### src/rtl/note_sequencer.sv
// note_sequencer
//   Walks a song ROM entry by entry and feeds note_player: for each entry it presents
//   note_to_load/weight with a one-cycle load_new_note strobe, then holds the note for
//   `duration` beat pulses before fetching the next entry.
//
//   Optional feature macro: SONG_LOOP_EN
//     defined   - end marker or expiry at the last index restarts the song at index 0;
//                 DONE is never entered and song_done stays 0.
//     undefined - the song stops in DONE.
//
// Ports
//   clk            system clock
//   reset          synchronous, active-high
//   play           1 = run, 0 = pause
//   restart        1-cycle pulse, restart the current song at index 0
//   song_sel       selected song
//   beat           1-cycle tick from beat_generator
//   rom_addr       {song, idx} address to the song ROM
//   rom_data       {note[13:8], duration[7:2], weight[1:0]}, valid ROM_LAT cycles after rom_addr
//   note_to_load   note to note_player, 0 = rest (registered)
//   weight         harmonic weight to note_player (registered)
//   load_new_note  1-cycle load strobe (registered, high the cycle after LOAD)
//   play_enable    registered copy of play, low in IDLE/DONE
//   song_done      high while in DONE
//
// state | meaning
// IDLE  | after reset, waiting for play
// FETCH | rom_addr presented for the current idx
// WAIT  | ROM_LAT cycles of ROM latency, then rom_data captured
// LOAD  | captured entry pushed to the outputs, hold counter loaded
// HOLD  | counting beats down to the end of the note
// DONE  | end of song, outputs parked until restart/song change/reset
module note_sequencer #(
   parameter int IDX_W   = 5,
   parameter int SONG_W  = 2,
   parameter int ROM_LAT = 1
) (
   input  logic                    clk,
   input  logic                    reset,
   input  logic                    play,
   input  logic                    restart,
   input  logic [SONG_W-1:0]       song_sel,
   input  logic                    beat,
   output logic [SONG_W+IDX_W-1:0] rom_addr,
   input  logic [13:0]             rom_data,
   output logic [5:0]              note_to_load,
   output logic [1:0]              weight,
   output logic                    load_new_note,
   output logic                    play_enable,
   output logic                    song_done
);

   localparam int WCNT_W = (ROM_LAT > 1) ? $clog2(ROM_LAT) : 1;

   typedef enum logic [2:0] {
      S_IDLE,
      S_FETCH,
      S_WAIT,
      S_LOAD,
      S_HOLD,
      S_DONE
   } state_t;

   state_t            state_q, state_d;
   logic [IDX_W-1:0]  idx_q, idx_d;
   logic [5:0]        cnt_q, cnt_d;
   logic [WCNT_W-1:0] wcnt_q, wcnt_d;
   logic              got_q, got_d;
   logic [13:0]       data_q, data_d;
   logic [SONG_W-1:0] song_q;
   logic [5:0]        note_q, note_d;
   logic [1:0]        weight_q, weight_d;
   logic              load_q, load_d;
   logic              pe_q;
   logic              jump;
   logic              last_idx;
   logic [5:0]        dur_now;

   always_comb begin
      state_d  = state_q;
      idx_d    = idx_q;
      cnt_d    = cnt_q;
      wcnt_d   = wcnt_q;
      got_d    = got_q;
      data_d   = data_q;
      note_d   = note_q;
      weight_d = weight_q;
      load_d   = 1'b0;
      last_idx = (idx_q == '1);
      // restart or a new song abandons whatever is in flight, including a pending expiry
      jump     = (state_q != S_IDLE) && (restart || (song_sel != song_q));
      // duration seen either from the capture register or from the word landing this cycle
      dur_now  = got_q ? data_q[7:2] : rom_data[7:2];

      if (jump) begin
         idx_d   = '0;
         state_d = S_FETCH;
      end else begin
         case (state_q)
            S_IDLE: begin
               if (play) state_d = S_FETCH;
            end
            S_FETCH: begin
               wcnt_d  = WCNT_W'(ROM_LAT - 1);
               got_d   = 1'b0;
               state_d = S_WAIT;
            end
            S_WAIT: begin
               // the read completes even while paused; only the advance waits for play
               if (!got_q) begin
                  if (wcnt_q != '0) begin
                     wcnt_d = wcnt_q - WCNT_W'(1);
                  end else begin
                     data_d = rom_data;
                     got_d  = 1'b1;
                  end
               end
               if ((got_q || (wcnt_q == '0)) && play) begin
                  if (dur_now == 6'd0) begin
`ifdef SONG_LOOP_EN
                     idx_d   = '0;
                     state_d = S_FETCH;
`else
                     note_d  = '0;
                     state_d = S_DONE;
`endif
                  end else begin
                     state_d = S_LOAD;
                  end
               end
            end
            S_LOAD: begin
               if (play) begin
                  load_d   = 1'b1;
                  note_d   = data_q[13:8];
                  weight_d = data_q[1:0];
                  cnt_d    = data_q[7:2];
                  state_d  = S_HOLD;
               end
            end
            S_HOLD: begin
               if (beat && play) begin
                  cnt_d = cnt_q - 6'd1;
                  if (cnt_q == 6'd1) begin
`ifdef SONG_LOOP_EN
                     idx_d   = last_idx ? '0 : idx_q + IDX_W'(1);
                     state_d = S_FETCH;
`else
                     if (last_idx) begin
                        note_d  = '0;
                        state_d = S_DONE;
                     end else begin
                        idx_d   = idx_q + IDX_W'(1);
                        state_d = S_FETCH;
                     end
`endif
                  end
               end
            end
            S_DONE: begin
               state_d = S_DONE;
            end
            default: begin
               state_d = S_IDLE;
            end
         endcase
      end
   end

   always_ff @(posedge clk) begin
      if (reset) begin
         state_q  <= S_IDLE;
         idx_q    <= '0;
         cnt_q    <= '0;
         wcnt_q   <= '0;
         got_q    <= 1'b0;
         data_q   <= '0;
         song_q   <= '0;
         note_q   <= '0;
         weight_q <= '0;
         load_q   <= 1'b0;
         pe_q     <= 1'b0;
      end else begin
         state_q  <= state_d;
         idx_q    <= idx_d;
         cnt_q    <= cnt_d;
         wcnt_q   <= wcnt_d;
         got_q    <= got_d;
         data_q   <= data_d;
         song_q   <= song_sel;
         note_q   <= note_d;
         weight_q <= weight_d;
         load_q   <= load_d;
         pe_q     <= play && (state_d != S_IDLE) && (state_d != S_DONE);
      end
   end

   assign rom_addr      = {song_q, idx_q};
   assign note_to_load  = note_q;
   assign weight        = weight_q;
   assign load_new_note = load_q;
   assign play_enable   = pe_q;
   assign song_done     = (state_q == S_DONE);

endmodule

### config.mk
export PLATFORM = sky130hd
export DESIGN_NAME = note_sequencer
export DESIGN_NICKNAME = d
export VERILOG_FILES = /design/src/rtl/note_sequencer.sv
export SDC_FILE = /design/constraint.sdc
export NUM_CORES = 1
export LEC_CHECK = 0
export BUFFER_PORTS_ARGS = -buffer_cell sky130_fd_sc_hd__clkbuf_2
export CAP_MARGIN = 20
export CORE_MARGIN = 5
export CORE_UTILIZATION = 35
export DETAILED_ROUTE_END_ITERATION = 7
export GPL_TIMING_DRIVEN = 0
export PLACE_DENSITY = 0.59
export SYNTH_ARGS = -nofsm -noshare
export SYNTH_HDL_FRONTEND = slang
export SYNTH_SLANG_ARGS = --single-unit
### constraint.sdc
create_clock -name clk -period 2.9 [get_ports clk]
set_input_delay 0.29 -clock clk [delete_from_list [all_inputs] [get_ports clk]]
set_output_delay 0.29 -clock clk [all_outputs]
set_load 0.02 [all_outputs]
== Word-level counts from Yosys, hierarchy flattened ==
Cells that the tools add are included.

* Register bits: 42
* Input bits: 21
* Output and inout bits: 18
* Word-level logic and storage cells: 85

* $add $sub $neg: 3
* Equality and inequality tests: 16
* Multiplexer cells: 27
* Bitwise gates (word level): 5
* Reduce and logical (&&, ||, !) cells: 23

{| class="wikitable"
|+ Operators by type and width
! kind !! count
|-
| $mux 6 || 9
|-
| $mux 3 || 8
|-
| $pmux 3 s6 || 1
|-
| $pmux 6 s3 || 1
|-
| $ne 2x2->1 const B || 7
|-
| $pmux 6 s2 || 1
|-
| $reduce_and 4->1 || 3
|-
| $reduce_bool 3->1 || 3
|-
| $reduce_and 8->1 || 1
|-
| $eq 3x2->1 const B || 2
|-
| $eq 3x3->1 const B || 2
|-
| $eq 6x1->1 const B || 1
|-
| $logic_not 6->1 || 1
|-
| $reduce_and 3->1 || 2
|-
| $sub 6x1->6 const B || 1
|-
| $add 5x1->5 const B || 1
|-
| $eq 5x5->1 const B || 1
|-
| $logic_and 1x1->1 || 5
|-
| $mux 1 || 5
|-
| $not 1->1 || 5
|-
| $pmux 1 s2 || 2
|-
| $reduce_bool 2->1 || 2
|-
| $eq 3x1->1 const B || 1
|-
| $logic_not 3->1 || 1
|-
| other kinds (7) || 8
|}

== Depth between registers and ports, before layout ==
* Depth in word-level cells: 9
* Gate-level depth with buffers: 9
* Mapped depth without buffers: 8

== Least setup slack after synthesis ==
OpenSTA, ideal clock, no wires.

* Path type: register -> register
* From: reg song_q[1]
* To: reg data_q[10]
* Library setup time: 0.128 ns
* Data arrival time: 1.879 ns
* Required time: 2.772 ns
* Path slack: 0.894 ns
* Cell stages (with the launch flop): 8
* Buffers on the path: 2
* Clock period less this slack: 2.006 ns
* Path through: dfxtp_1 > xor2_1 > or3_1 > clkbuf_1 > nor4_4 > buf_6 > mux2i_1 > nor2_1

* Word-level cells in the longest chain between the ends: 5

{| class="wikitable"
|+ Ends and longest elaborated chain
! element !! line !! source
|-
| from (decl) || 70 || <nowiki>logic [SONG_W-1:0] song_q;</nowiki>
|-
| from (signal assigned) || 190 || <nowiki>song_q <= song_sel;</nowiki>
|-
| $ne 2x2->1 || 91 || <nowiki>jump = (state_q != S_IDLE) && (restart || (song_sel != song_q));</nowiki>
|-
| $logic_or 1x1->1 || 91 ||
|-
| $logic_and 1x1->1 || 91 ||
|-
| $not 1->1 (no source line) || n/a ||
|-
| $reduce_and 4->1 (no source line) || n/a ||
|-
| to (signal assigned) || 189 || <nowiki>data_q <= data_d;</nowiki>
|-
| to (decl) || 69 || <nowiki>logic [13:0] data_q, data_d;</nowiki>
|}

No other way between the ends.
A chain may end at the register's enable or synchronous reset.

== Final worst setup path ==
* From: reg state_q[1]
* To: reg note_q[5], in the netlist note_to_load[5]

* Word-level cells in the longest chain between the ends: 4
* Elaborated cells on any way between the ends: 15
* Classes of those cells: eq/ne (9); mux (1); bitwise (1); reduce/logical (4)

{| class="wikitable"
|+ Ends and longest elaborated chain
! element !! line !! source
|-
| from (decl) || 64 || <nowiki>state_t state_q, state_d;</nowiki>
|-
| from (signal assigned) || 184 || <nowiki>state_q <= state_d;</nowiki>
|-
| parallel branches: the longest is 4 deep, another holds $reduce_and 8->1 || n/a ||
|-
| to (signal assigned) || 191 || <nowiki>note_q <= note_d;</nowiki>
|-
| to (decl) || 71 || <nowiki>logic [5:0] note_q, note_d;</nowiki>
|}

Parallel ways; which one is timed is not known.

==> flow_summary_export.csv <==
group,metric,value,unit
critical_path,ff2ff_setup_slack,660,ps
cells_and_area,regArea,821,sq um
drt,drc,0,
synth,synth_seq_area_share,42.4,%
clock_network,root_buffer,"clkbuf_8",
synth,synth_flop_cell,"dfxtp_1",
synth,synth.most_common_cell,"dfxtp_1",
die,rows,27,
cells_and_area,syn2layout_area_growth,20.2,%
sta,setup_viol,0,
run_status,status,"finished clean",
synth,synth-seq-cells,41,
sta,max_freq,447,MHz
sta,worstMarginPinSlew,562,ps
clock_network,max-clock-path-buffers,2,
sta,rsz0062_at_grt,"no",
drt,wl,4400,microns
critical_path,r2r_end,"note_to_load[5]",
clock_network,htreeDepth,2,
clock_network,cts_hold_buf,0,
drt,num_vias,1681,
critical_path,critical_path_required,3120,ps
drt,wl_met2,2020,microns
synth,ys_types,41,
critical_path,crit_start,"state_q[1]",
global_routing,grt_usage,13.4,%
die,die_h,84.3,microns
power,power_density,479,mW/mm^2
global_routing,grt_max_degree,13,
global_routing,overflow,0,
drt,drt.antenna.violating_nets,0,
cells_and_area,post-route-util,42.8,%
global_routing,antenna_found_initial,0,
synth,synth_area_leader_cell,"dfxtp_1",
drt,wl_met1,2050,microns
sta,hold_slack,234,ps
critical_path,cp.arrival,2460,ps
worst_hold_path,hp-class,"primary input to register",
drt,dr.pass1.iters,4,
clock_network,clock-sinks,41,
synth,synth_top_area_share,42.4,%
global_routing,grt_pass1_wl,7580,microns
synth,syn_inst,222,
cells_and_area,diodes,0,
clock_network,cts_setup_buffers,0,
power,leakagePower,0.000882,uW
die,start_util,35.6,%
clock_network,cts_buffers,5,
cells_and_area,multiInputGateArea,0.00104,sq mm
sta,slew_headroom,62.5,%
synth,synth_area_leaders,"dfxtp_1 (42%), mux2i_1 (10%), nor2_1 (6.6%), nand2_1 (5.2%), a21oi_1 (2.8%)",
die,core_area,0.00544,sq mm
critical_path,end_kind,"register",
sta,finalCritPeriodShare,77.1,%
die,die_x,84.3,microns
synth,synth-edff-count,0,
global_routing,grt_pass1_vias,1647,
synth,synth_common_cells,"dfxtp_1 (41), nor2_1 (34), nand2_1 (27), mux2i_1 (20), a21oi_1 (11)",
synth,synthArstFlopShare,0,%
critical_path,cp-start-kind,"register",
clock_network,cts.repair.resized,0,
placement,dp_hpwl,3370,microns
drt,drt-initial-drc-count,63,
synth,syn_area_per_cell,8.71,sq um
critical_path,timing.rr.start,"state_q[1]",
clock_network,clk_pin_slew_worst_paths,80,ps
sta,fin_skew,7.71,ps
cells_and_area,fillers,565,
critical_path,endpoint,"note_to_load[5]",
sta,hold_violations,0,
clock_network,cts_tree,"yes",
critical_path,path_class,"register to register",
clock_network,clkLatencyLatePin,290,ps
synth,syn_area,0.00193,sq mm
sta,finalSetupTns,0,ps
sta,min_period,2240,ps
cells_and_area,drive_above_1_share,23.2,%
synth,syn_nets,247,
placement,gp_congestion,0.806,
drt,viasPerCell,4.96,
drt,wl_per_cell,13.0,microns
critical_path,rr_worst_depth,8,
sta,finalMaxSlewViolations,0,
run,drv_cap,0,
synth,ys_warn_count,0,
die,io_pins,39,
power,vdd_drop_max,280,uV
critical_path,cp_max_fo,10,
cells_and_area,fin_nets,291,
die,die_area,0.00711,sq mm
drt,met3WireLength,226,microns
drt,highest_layer,"met4",
placement,numPortBuffers,37,
-- report_power, final --
part | switching, uW | internal (uW)
sequential | 2.01 | 567
clock | 194 | 281
combinational | 44.9 | 25.9
-- flip-flops by register name, indices dropped and copies added, names as in the netlist --
name / flops
weight: 2
load_new_note: 1
note_to_load: 6
cnt_q: 6
idx_q: 5
state_q: 3
got_q: 1
song_q: 2
data_q: 14
play_enable: 1
-- per-stage QoR --
stage | total power (uW) | instance area [sq um] | worst slack, ps | instances
finish | 1110 | 2330 | 663 | 339
global placement | 653 | 2210 | 679 | 331
global route | 1170 | 2330 | 436 | 339
CTS | 1130 | 2330 | 621 | 339
floorplan | 623 | 1930 | 894 | 222
detailed placement | 653 | 2210 | 652 | 331
-- cells in the final DEF (no fill, tap or decap), types with 3 or more instances in the layout --
| cell | n |
|---|---|
| dfxtp_1 | 41 |
| clkbuf_2 | 37 |
| nor2_1 | 34 |
| nand2_1 | 27 |
| mux2i_1 | 20 |
| a21oi_1 | 11 |
| clkbuf_1 | 8 |
| nor3_1 | 8 |
| o21ai_0 | 7 |
| or2_2 | 6 |
| clkbuf_8 | 6 |
| inv_1 | 4 |
| nand2b_1 | 4 |
| xor2_1 | 4 |
| ha_1 | 4 |
| buf_2 | 3 |
| nor2b_1 | 3 |
| nor4_1 | 3 |
| a22oi_1 | 3 |
| a211oi_1 | 3 |
-- cell families (layout without fill, tap and decap cells) --
kind of cell    count (synthesis)  count (layout)  share of synthesized area, %
mux                            20              20                          10.3
xor+xnor                        5               5                          2.26
compound gates                 39              39                          13.0
fa+ha+maj                       4               4                          2.59
simple gates                   97              97                          25.5
buf+inv                        16              61                          3.88
flops                          41              41                          42.4
-- metal layers --
layer  up-vias  global-route usage, %
li1        861                      -
met1       766                   17.0
met2        45                   20.7
met3         9                   3.73
met4         0                   6.91
met5         -                      0
-- worst min-delay path by stage --
stage | from | end | slack [ps] | cells after the start
2_1_floorplan | song_sel[0] | song_q[0] | 420 | 1
3_3_place_gp | note_to_load[2] | note_to_load[2] | 440 | 2
3_5_place_dp | note_to_load[2] | note_to_load[2] | 440 | 2
4_1_cts | rom_data[12] | data_q[12] | 230 | 3
5_1_grt | song_sel[0] | song_q[0] | 240 | 2
6_report | rom_data[12] | data_q[12] | 230 | 3
-- worst max-delay path, cell delays in order (launching register included) --
cell,delay (ps)
dfxtp_1,330
clkbuf_1,210
nor3b_2,500
nand2_1,100
nor3_1,210
o21bai_1,120
clkbuf_1,210
or2_2,330
a21oi_1,140
-- cell type report --
| cell class | instances | share of cell area, % |
|---|---|---|
| plain buffers | 12 | 2.58 |
| clock inverters | 1 | 1.29 |
| flip-flops and latches | 41 | 35.3 |
| inverters | 4 | 0.646 |
| multi-input cells | 165 | 44.6 |
| clock buffers | 7 | 3.71 |
| repair buffers | 37 | 7.96 |
| well taps | 72 | 3.87 |
Power figures use the tool's default switching activity.
